<file path="src/rtl/al_logic_io_pkg.sv">
// Shared definitions for the input-delay calibration slice: FSM encoding,
// tap count and the default training setup.
package al_logic_io_pkg;

   localparam int         TAP_COUNT      = 32;
   localparam logic [1:0] DEF_PATTERN    = 2'b10;
   localparam int         DEF_SETTLE_CYC = 16;
   localparam int         DEF_SAMPLE_CYC = 64;

   localparam logic [2:0] ST_IDLE   = 3'd0;
   localparam logic [2:0] ST_SET    = 3'd1;
   localparam logic [2:0] ST_SETTLE = 3'd2;
   localparam logic [2:0] ST_SAMPLE = 3'd3;
   localparam logic [2:0] ST_EVAL   = 3'd4;
   localparam logic [2:0] ST_CENTER = 3'd5;
   localparam logic [2:0] ST_DONE   = 3'd6;

   typedef enum logic [2:0] {
      S_IDLE   = ST_IDLE,
      S_SET    = ST_SET,
      S_SETTLE = ST_SETTLE,
      S_SAMPLE = ST_SAMPLE,
      S_EVAL   = ST_EVAL,
      S_CENTER = ST_CENTER,
      S_DONE   = ST_DONE
   } state_t;

endpackage

</file>
<file path="src/rtl/al_logic_idelay_calib_if.sv">
// Sequencer/pin-side bundle of the calibration controller, plus the FSM state
// exposed for observation.
interface al_logic_idelay_calib_if #(parameter int TAP_W = 5);
   import al_logic_io_pkg::*;

   // start is a one-cycle request that is accepted only while busy=0 and the
   // FSM is idle; done is a one-cycle completion pulse, and results stay valid
   // until the next accepted start. There is no backpressure on either side.
   logic             start;
   logic             q1;
   logic             q2;
   logic [TAP_W-1:0] tap;
   logic             busy;
   logic             done;
   logic             fail;
   logic [TAP_W-1:0] win_start;
   logic [TAP_W-1:0] win_end;
   state_t           state;

   modport master (
      output start, q1, q2,
      input  tap, busy, done, fail, win_start, win_end, state
   );

   modport slave (
      input  start, q1, q2,
      output tap, busy, done, fail, win_start, win_end, state
   );

endinterface

</file>
<file path="src/rtl/al_logic_sample_checker.sv">
// Counts the sample phase of one tap and records whether any {q1,q2} sample
// differed from the training pattern.
module al_logic_sample_checker
   import al_logic_io_pkg::*;
#(
   parameter int         SAMPLE_CYC = DEF_SAMPLE_CYC,
   parameter logic [1:0] PATTERN    = DEF_PATTERN
) (
   input  logic clk,
   input  logic rst,
   input  logic clr,
   input  logic en,
   input  logic q1,
   input  logic q2,
   output logic cnt_done,
   output logic mismatch
);

   localparam int CW = (SAMPLE_CYC > 1) ? $clog2(SAMPLE_CYC) : 1;

   logic [CW-1:0] cnt_q;

   always_ff @(posedge clk) begin
      if (rst || clr) begin
         cnt_q    <= '0;
         mismatch <= 1'b0;
      end else if (en) begin
         cnt_q <= cnt_q + CW'(1);
         if ({q1, q2} != PATTERN) mismatch <= 1'b1;
      end
   end

   // Asserted during the last sample cycle so the FSM leaves after exactly
   // SAMPLE_CYC samples; that final sample still lands in mismatch.
   assign cnt_done = en && (cnt_q == CW'(SAMPLE_CYC - 1));

endmodule

</file>
<file path="src/rtl/al_logic_idelay_calib.sv">
// Training-based tap sweep: scores every delay tap, tracks the longest passing
// window and parks the delay line at its centre.
module al_logic_idelay_calib
   import al_logic_io_pkg::*;
#(
   parameter int         TAP_W      = 5,
   parameter int         SETTLE_CYC = DEF_SETTLE_CYC,
   parameter int         SAMPLE_CYC = DEF_SAMPLE_CYC,
   parameter logic [1:0] PATTERN    = DEF_PATTERN
) (
   input  logic                   clk,
   input  logic                   rst,
   al_logic_idelay_calib_if.slave bus
);

   localparam int LW = TAP_W + 1;
   localparam int SW = (SETTLE_CYC > 1) ? $clog2(SETTLE_CYC) : 1;

   state_t           state_q, state_d;
   logic [TAP_W-1:0] cur_tap, tap_q, win_start_q, win_end_q;
   logic [TAP_W-1:0] run_start, run_start_d, best_start;
   logic [LW-1:0]    run_len, run_len_d, best_len;
   logic [SW-1:0]    settle_cnt;
   logic             fail_q, chk_clr, chk_en, chk_done, chk_mismatch;
   logic             settle_done, last_tap;

   assign settle_done = (settle_cnt == SW'(SETTLE_CYC - 1));
   assign last_tap    = &cur_tap;

   al_logic_sample_checker #(
      .SAMPLE_CYC (SAMPLE_CYC),
      .PATTERN    (PATTERN)
   ) u_checker (
      .clk      (clk),
      .rst      (rst),
      .clr      (chk_clr),
      .en       (chk_en),
      .q1       (bus.q1),
      .q2       (bus.q2),
      .cnt_done (chk_done),
      .mismatch (chk_mismatch)
   );

   always_ff @(posedge clk) begin
      if (rst) state_q <= S_IDLE;
      else     state_q <= state_d;
   end

   always_comb begin
      state_d = state_q;
      chk_clr = 1'b0;
      chk_en  = 1'b0;
      case (state_q)
         S_IDLE:   if (bus.start) state_d = S_SET;
         S_SET: begin
            chk_clr = 1'b1;
            state_d = S_SETTLE;
         end
         S_SETTLE: if (settle_done) state_d = S_SAMPLE;
         S_SAMPLE: begin
            chk_en = 1'b1;
            if (chk_done) state_d = S_EVAL;
         end
         S_EVAL:   state_d = last_tap ? S_CENTER : S_SET;
         S_CENTER: state_d = S_DONE;
         S_DONE:   state_d = S_IDLE;
         default:  state_d = S_IDLE;
      endcase
   end

   // Run extension for the tap just scored; a failing tap breaks the run.
   always_comb begin
      run_len_d   = chk_mismatch ? '0 : run_len + LW'(1);
      run_start_d = (!chk_mismatch && run_len == '0) ? cur_tap : run_start;
   end

   always_ff @(posedge clk) begin
      if (rst) begin
         cur_tap     <= '0;
         tap_q       <= '0;
         win_start_q <= '0;
         win_end_q   <= '0;
         run_start   <= '0;
         run_len     <= '0;
         best_start  <= '0;
         best_len    <= '0;
         settle_cnt  <= '0;
         fail_q      <= 1'b0;
      end else begin
         case (state_q)
            S_IDLE: begin
               if (bus.start) begin
                  cur_tap    <= '0;
                  run_start  <= '0;
                  run_len    <= '0;
                  best_start <= '0;
                  best_len   <= '0;
                  fail_q     <= 1'b0;
               end
            end
            S_SET: begin
               tap_q      <= cur_tap;
               settle_cnt <= '0;
            end
            S_SETTLE: settle_cnt <= settle_cnt + SW'(1);
            S_EVAL: begin
               run_len   <= run_len_d;
               run_start <= run_start_d;
               // Strictly longer only, so on a tie the earlier window stays.
               if (run_len_d > best_len) begin
                  best_len   <= run_len_d;
                  best_start <= run_start_d;
               end
               if (!last_tap) cur_tap <= cur_tap + TAP_W'(1);
            end
            S_CENTER: begin
               if (best_len == '0) begin
                  tap_q       <= '0;
                  fail_q      <= 1'b1;
                  win_start_q <= '0;
                  win_end_q   <= '0;
               end else begin
                  win_start_q <= best_start;
                  win_end_q   <= best_start + TAP_W'(best_len - LW'(1));
                  tap_q       <= best_start + TAP_W'((best_len - LW'(1)) >> 1);
               end
            end
            default: ;
         endcase
      end
   end

   assign bus.tap       = tap_q;
   assign bus.busy      = (state_q != S_IDLE) && (state_q != S_DONE);
   assign bus.done      = (state_q == S_DONE);
   assign bus.fail      = fail_q;
   assign bus.win_start = win_start_q;
   assign bus.win_end   = win_end_q;
   assign bus.state     = state_q;

endmodule
</file>
<file path="src/flat_wrapper.sv">
// flat-port wrapper written by rule: the top's interface ports become plain ports
module al_logic_idelay_calib_flat import al_logic_io_pkg::*;
#(
   parameter int         TAP_W      = 5,
   parameter int         SETTLE_CYC = DEF_SETTLE_CYC,
   parameter int         SAMPLE_CYC = DEF_SAMPLE_CYC,
   parameter logic [1:0] PATTERN    = DEF_PATTERN
)
  (clk, rst, bus_start, bus_q1, bus_q2, bus_tap, bus_busy, bus_done, bus_fail, bus_win_start, bus_win_end, bus_state);
  al_logic_idelay_calib_if #(.TAP_W(TAP_W)) bus_i ();
  input  logic clk;
  input  logic rst;
  input wire logic [$bits(bus_i.start)-1:0] bus_start;
  input wire logic [$bits(bus_i.q1)-1:0] bus_q1;
  input wire logic [$bits(bus_i.q2)-1:0] bus_q2;
  output wire logic [$bits(bus_i.tap)-1:0] bus_tap;
  output wire logic [$bits(bus_i.busy)-1:0] bus_busy;
  output wire logic [$bits(bus_i.done)-1:0] bus_done;
  output wire logic [$bits(bus_i.fail)-1:0] bus_fail;
  output wire logic [$bits(bus_i.win_start)-1:0] bus_win_start;
  output wire logic [$bits(bus_i.win_end)-1:0] bus_win_end;
  output wire logic [$bits(bus_i.state)-1:0] bus_state;
  assign bus_i.start = bus_start;
  assign bus_i.q1 = bus_q1;
  assign bus_i.q2 = bus_q2;
  assign bus_tap = bus_i.tap;
  assign bus_busy = bus_i.busy;
  assign bus_done = bus_i.done;
  assign bus_fail = bus_i.fail;
  assign bus_win_start = bus_i.win_start;
  assign bus_win_end = bus_i.win_end;
  assign bus_state = bus_i.state;
  al_logic_idelay_calib #(.TAP_W(TAP_W), .SETTLE_CYC(SETTLE_CYC), .SAMPLE_CYC(SAMPLE_CYC), .PATTERN(PATTERN)) u_core (.clk(clk), .rst(rst), .bus(bus_i));
endmodule
</file>
<file path="config.mk">
export PLATFORM = sky130hd
export DESIGN_NAME = al_logic_idelay_calib_flat
export DESIGN_NICKNAME = d
export VERILOG_FILES = /design/src/rtl/al_logic_io_pkg.sv /design/src/rtl/al_logic_idelay_calib_if.sv /design/src/rtl/al_logic_sample_checker.sv /design/src/rtl/al_logic_idelay_calib.sv /design/src/flat_wrapper.sv
export SDC_FILE = /design/constraint.sdc
export NUM_CORES = 1
export LEC_CHECK = 0
export BUFFER_PORTS_ARGS = -buffer_cell sky130_fd_sc_hd__buf_2
export CAP_MARGIN = 10
export CORE_MARGIN = 8
export CORE_UTILIZATION = 65
export DETAILED_ROUTE_END_ITERATION = 16
export HOLD_SLACK_MARGIN = 0.06
export PLACE_DENSITY = 0.85
export REMOVE_ABC_BUFFERS = 1
export SLEW_MARGIN = 20
export SYNTH_ARGS = -nofsm -noshare
export SYNTH_HDL_FRONTEND = slang
export SYNTH_HIERARCHICAL = 1
export SYNTH_SLANG_ARGS = --single-unit
</file>
<file path="constraint.sdc">
create_clock -name clk -period 3.9 [get_ports clk]
set_input_delay 0 -clock clk [delete_from_list [all_inputs] [get_ports clk]]
set_output_delay 0 -clock clk [all_outputs]
set_load 0.02 [all_outputs]
</file>
==> flow_metrics.py <==
metrics = {
    "critical_path": {
        "crit_chain": "ha_1 -> nand3_1 -> mux2_2 -> ha_1 -> and4_1 -> a31o_1 -> a32o_1 -> mux2_2",
        "crit_path_top_delay_cell": "a32o_1",
        "rrSetupSlack_ns": 1.02,
        "regToRegStartpoint": "u_core/run_len[0]",
        "cp.arrival_ns": 3.10,
        "start_kind": "register",
        "r2r_cells": 8,
        "worstPathRequired_ns": 4.12,
        "crit_path_max_incr_delay_ns": 0.56,
        "worstSetupPathType": "register to register",
        "r2r-end": "u_core/best_len[0]",
        "crit_path_max_fanout": 11,
        "endpoint_kind": "register",
    },
    "synth": {
        "synth_area_um2": 3370,
        "yosys_warnings": 6,
        "synth-seq-cells": 57,
        "synth_edf_count": 0,
        "yosysUniqueCellTypes": 58,
        "yosys_most_used_dff": "dfxtp_1",
        "async_reset_ff_frac": 0,
        "avgSynthCellArea_um2": 8.42,
        "yosysSeqAreaShare": 0.339,
        "netlist_instances": 400,
    },
    "clocking": {
        "cts_buffers": 9,
        "path_clk_slew_ns": 0.06,
        "cts_max_level": 3,
        "cts_root_buf": "clkbuf_8",
        "post_cts_resized": 0,
        "post_cts_buffers": 0,
        "ctsHoldBuffers": 2,
        "worstSkewPairLatency_ns": 0.33,
        "tritoncts": "built",
        "clockBufferDepth": 2,
        "cts_sinks": 57,
    },
    "grt": {
        "grt_usage": 0.209,
        "antenna_found_initial": 0,
        "overflow": 0,
        "grt_start_max_net_pins": 66,
        "grt_pass1_wl_mm": 12.9,
        "grt_pass1_vias": 2750,
    },
    "place": {
        "placed_area_um2": 3480,
        "port_buffers": 25,
        "pre_cts_slack_ns": 1.06,
        "gp_congestion": 0.839,
        "dp_hpwl_mm": 5.15,
        "dp.cells": 472,
    },
    "hold_path": {
        "min_path_type": "primary input to register",
        "whs_endpoint": "u_core/cur_tap[3]",
        "whs_path_depth": 3,
        "hp-start": "bus_start",
    },
    "sta": {
        "worst_slack_ns": 1.02,
        "min_period_over_period": 0.739,
        "tightestPinTransition_ns": 1.06,
        "slew_headroom": 0.292,
        "setup_tns_ns": 0,
        "clock_skew_ns": 0.00383,
        "min_period_ns": 2.88,
        "max_freq_ghz": 0.347,
        "hold_viol_final": 0,
        "report.final.slew_viol_count": 0,
        "rsz0062_at_grt": "false",
        "setup_viol": 0,
    },
    "layout": {
        "drive_gt1_frac": 0.129,
        "areaGrowthSynthToFinish_pct": 9.81,
        "layout.cells.non_filler": 490,
        "final_area_um2": 3700,
        "final_cell_mix": "57 x dfxtp_1, 39 x nor2_1, 33 x a21oi_1",
        "multi_input_area_um2": 2080,
        "n_fill_cell": 396,
        "final-seq-area_um2": 1140,
        "antenna-diode-count": 0,
        "fin_nets": 444,
        "final_common_cell": "dfxtp_1",
        "utilization": 0.733,
    },
    "power_and_ir_drop": {
        "p_int_mw": 0.917,
        "leakage_nw": 1.47,
        "p_sw_mw": 0.294,
        "seq_power_share": 0.498,
        "combPwrFrac": 0.066,
        "powerDensity_nw_per_um2": 328,
        "vdd_drop_max_v": 0.000167,
        "power_frac_clock": 0.437,
        "switching_share": 0.243,
    },
    "floorplanning": {
        "num_io_pins": 26,
        "num_rows": 26,
        "core_um2": 5040,
        "die_width_um": 88.0,
        "start_util": 0.668,
        "dieHeight_um": 88.0,
        "die_area_um2": 7740,
    },
    "route": {
        "drc_errors": 0,
        "first_pass_iters": 4,
        "routed_wl_mm": 7.56,
        "ant_nets": 0,
        "vias": 2943,
        "wire_per_inst_um": 15.4,
        "drt_iter0_markers": 208,
        "routed_via_density": 6.01,
    },
    "outcome": {
        "status": "complete, no violations",
    },
    "job": {
        "max-cap-violations": 0,
    },
}
cell type report:
cell class / instances / share of cell area
Inverter: 12 / 0.0122
Timing Repair Buffer: 28 / 0.0413
Multi-Input combinational cell: 307 / 0.562
Clock inverter: 2 / 0.00271
Sequential cell: 57 / 0.309
Clock buffer: 14 / 0.0494
Tap cell: 70 / 0.0237
worst max-delay path, delay by kind of cell, from the launching register on:
kind	cells	cell delay (ns)
AOI/OAI and AO/OA	2	0.72
adders and majority gates	2	0.52
DFF	1	0.46
muxes	2	0.73
and+or+nand+nor	2	0.32
cell families after synthesis:
logic type               count (synthesis)  share of synthesized area
AND/OR/NAND/NOR                        163                      0.264
AO/OA/AOI/OAI                           89                      0.170
flip-flops                              57                      0.339
buffers and inverters                   36                     0.0438
adder cells (fa/ha/maj)                 24                     0.0936
multiplexers                            17                     0.0535
XOR/XNOR                                14                     0.0364
synthesized netlist by cell type, types with 10 or more instances:
master	number	share of area
clkbuf_1	20	0.022
nor2b_1	14	0.026
nand2_1	24	0.027
nand2b_1	14	0.026
o21ai_0	13	0.019
inv_1	12	0.013
ha_1	22	0.082
a21o_1	10	0.022
mux2i_1	12	0.036
nor3_1	11	0.016
nand3_1	22	0.033
dfxtp_1	57	0.34
nor2_1	39	0.043
a21oi_1	33	0.049
power by group through the flow:
stage	registers, mW	clock network [mW]	logic (mW)
6_report	0.603	0.529	0.0795
3_3_place_gp	0.615	0	0.0754
3_5_place_dp	0.615	0	0.0770
4_1_cts	0.602	0.532	0.0796
5_1_grt	0.604	0.567	0.0871
2_1_floorplan	0.618	0	0.0442
flip-flops by register name, summed over array words and instances, names as in the netlist:
| signal | cells |
|---|---|
| u_core/run_start | 5 |
| u_core/bus.win_end | 5 |
| u_core/best_len | 6 |
| u_core/cur_tap | 5 |
| u_core/run_len | 6 |
| u_core/bus.win_start | 5 |
| u_core/u_checker/mismatch | 1 |
| u_core/bus.tap | 5 |
| u_core/bus.fail | 1 |
| u_core/best_start | 5 |
| u_core/bus.state | 3 |
| u_core/u_checker/cnt_q | 6 |
| u_core/settle_cnt | 4 |
routing by layer:
layer  routed length (um)  GRT usage  vias up
met5                    0          0        -
met4                  203     0.0984        0
met3                  350     0.0328       22
met2                 3620      0.341       70
met1                 3390      0.262     1401
li1                     -          -     1450
how the worst max path moves through the flow:
| stage | start | to | depth (start not counted) |
|---|---|---|---|
| after global placement | u_core/run_len[0] | u_core/best_len[0] | 8 |
| after CTS | u_core/run_len[0] | u_core/best_len[0] | 8 |
| after detailed placement | u_core/run_len[0] | u_core/best_len[0] | 8 |
| final | u_core/run_len[0] | u_core/best_len[0] | 8 |
| after floorplan | u_core/run_len[0] | u_core/best_len[0] | 8 |
| after global routing | u_core/run_len[0] | u_core/best_len[0] | 8 |
through the flow:
step           hold slack [ns]  total power [mW]
2_1_floorplan           0.0691             0.662
3_3_place_gp             0.326             0.690
3_5_place_dp             0.369             0.693
4_1_cts                  0.153              1.21
5_1_grt                  0.168              1.26
6_report                 0.155              1.21
Power figures use the tool's default switching activity.
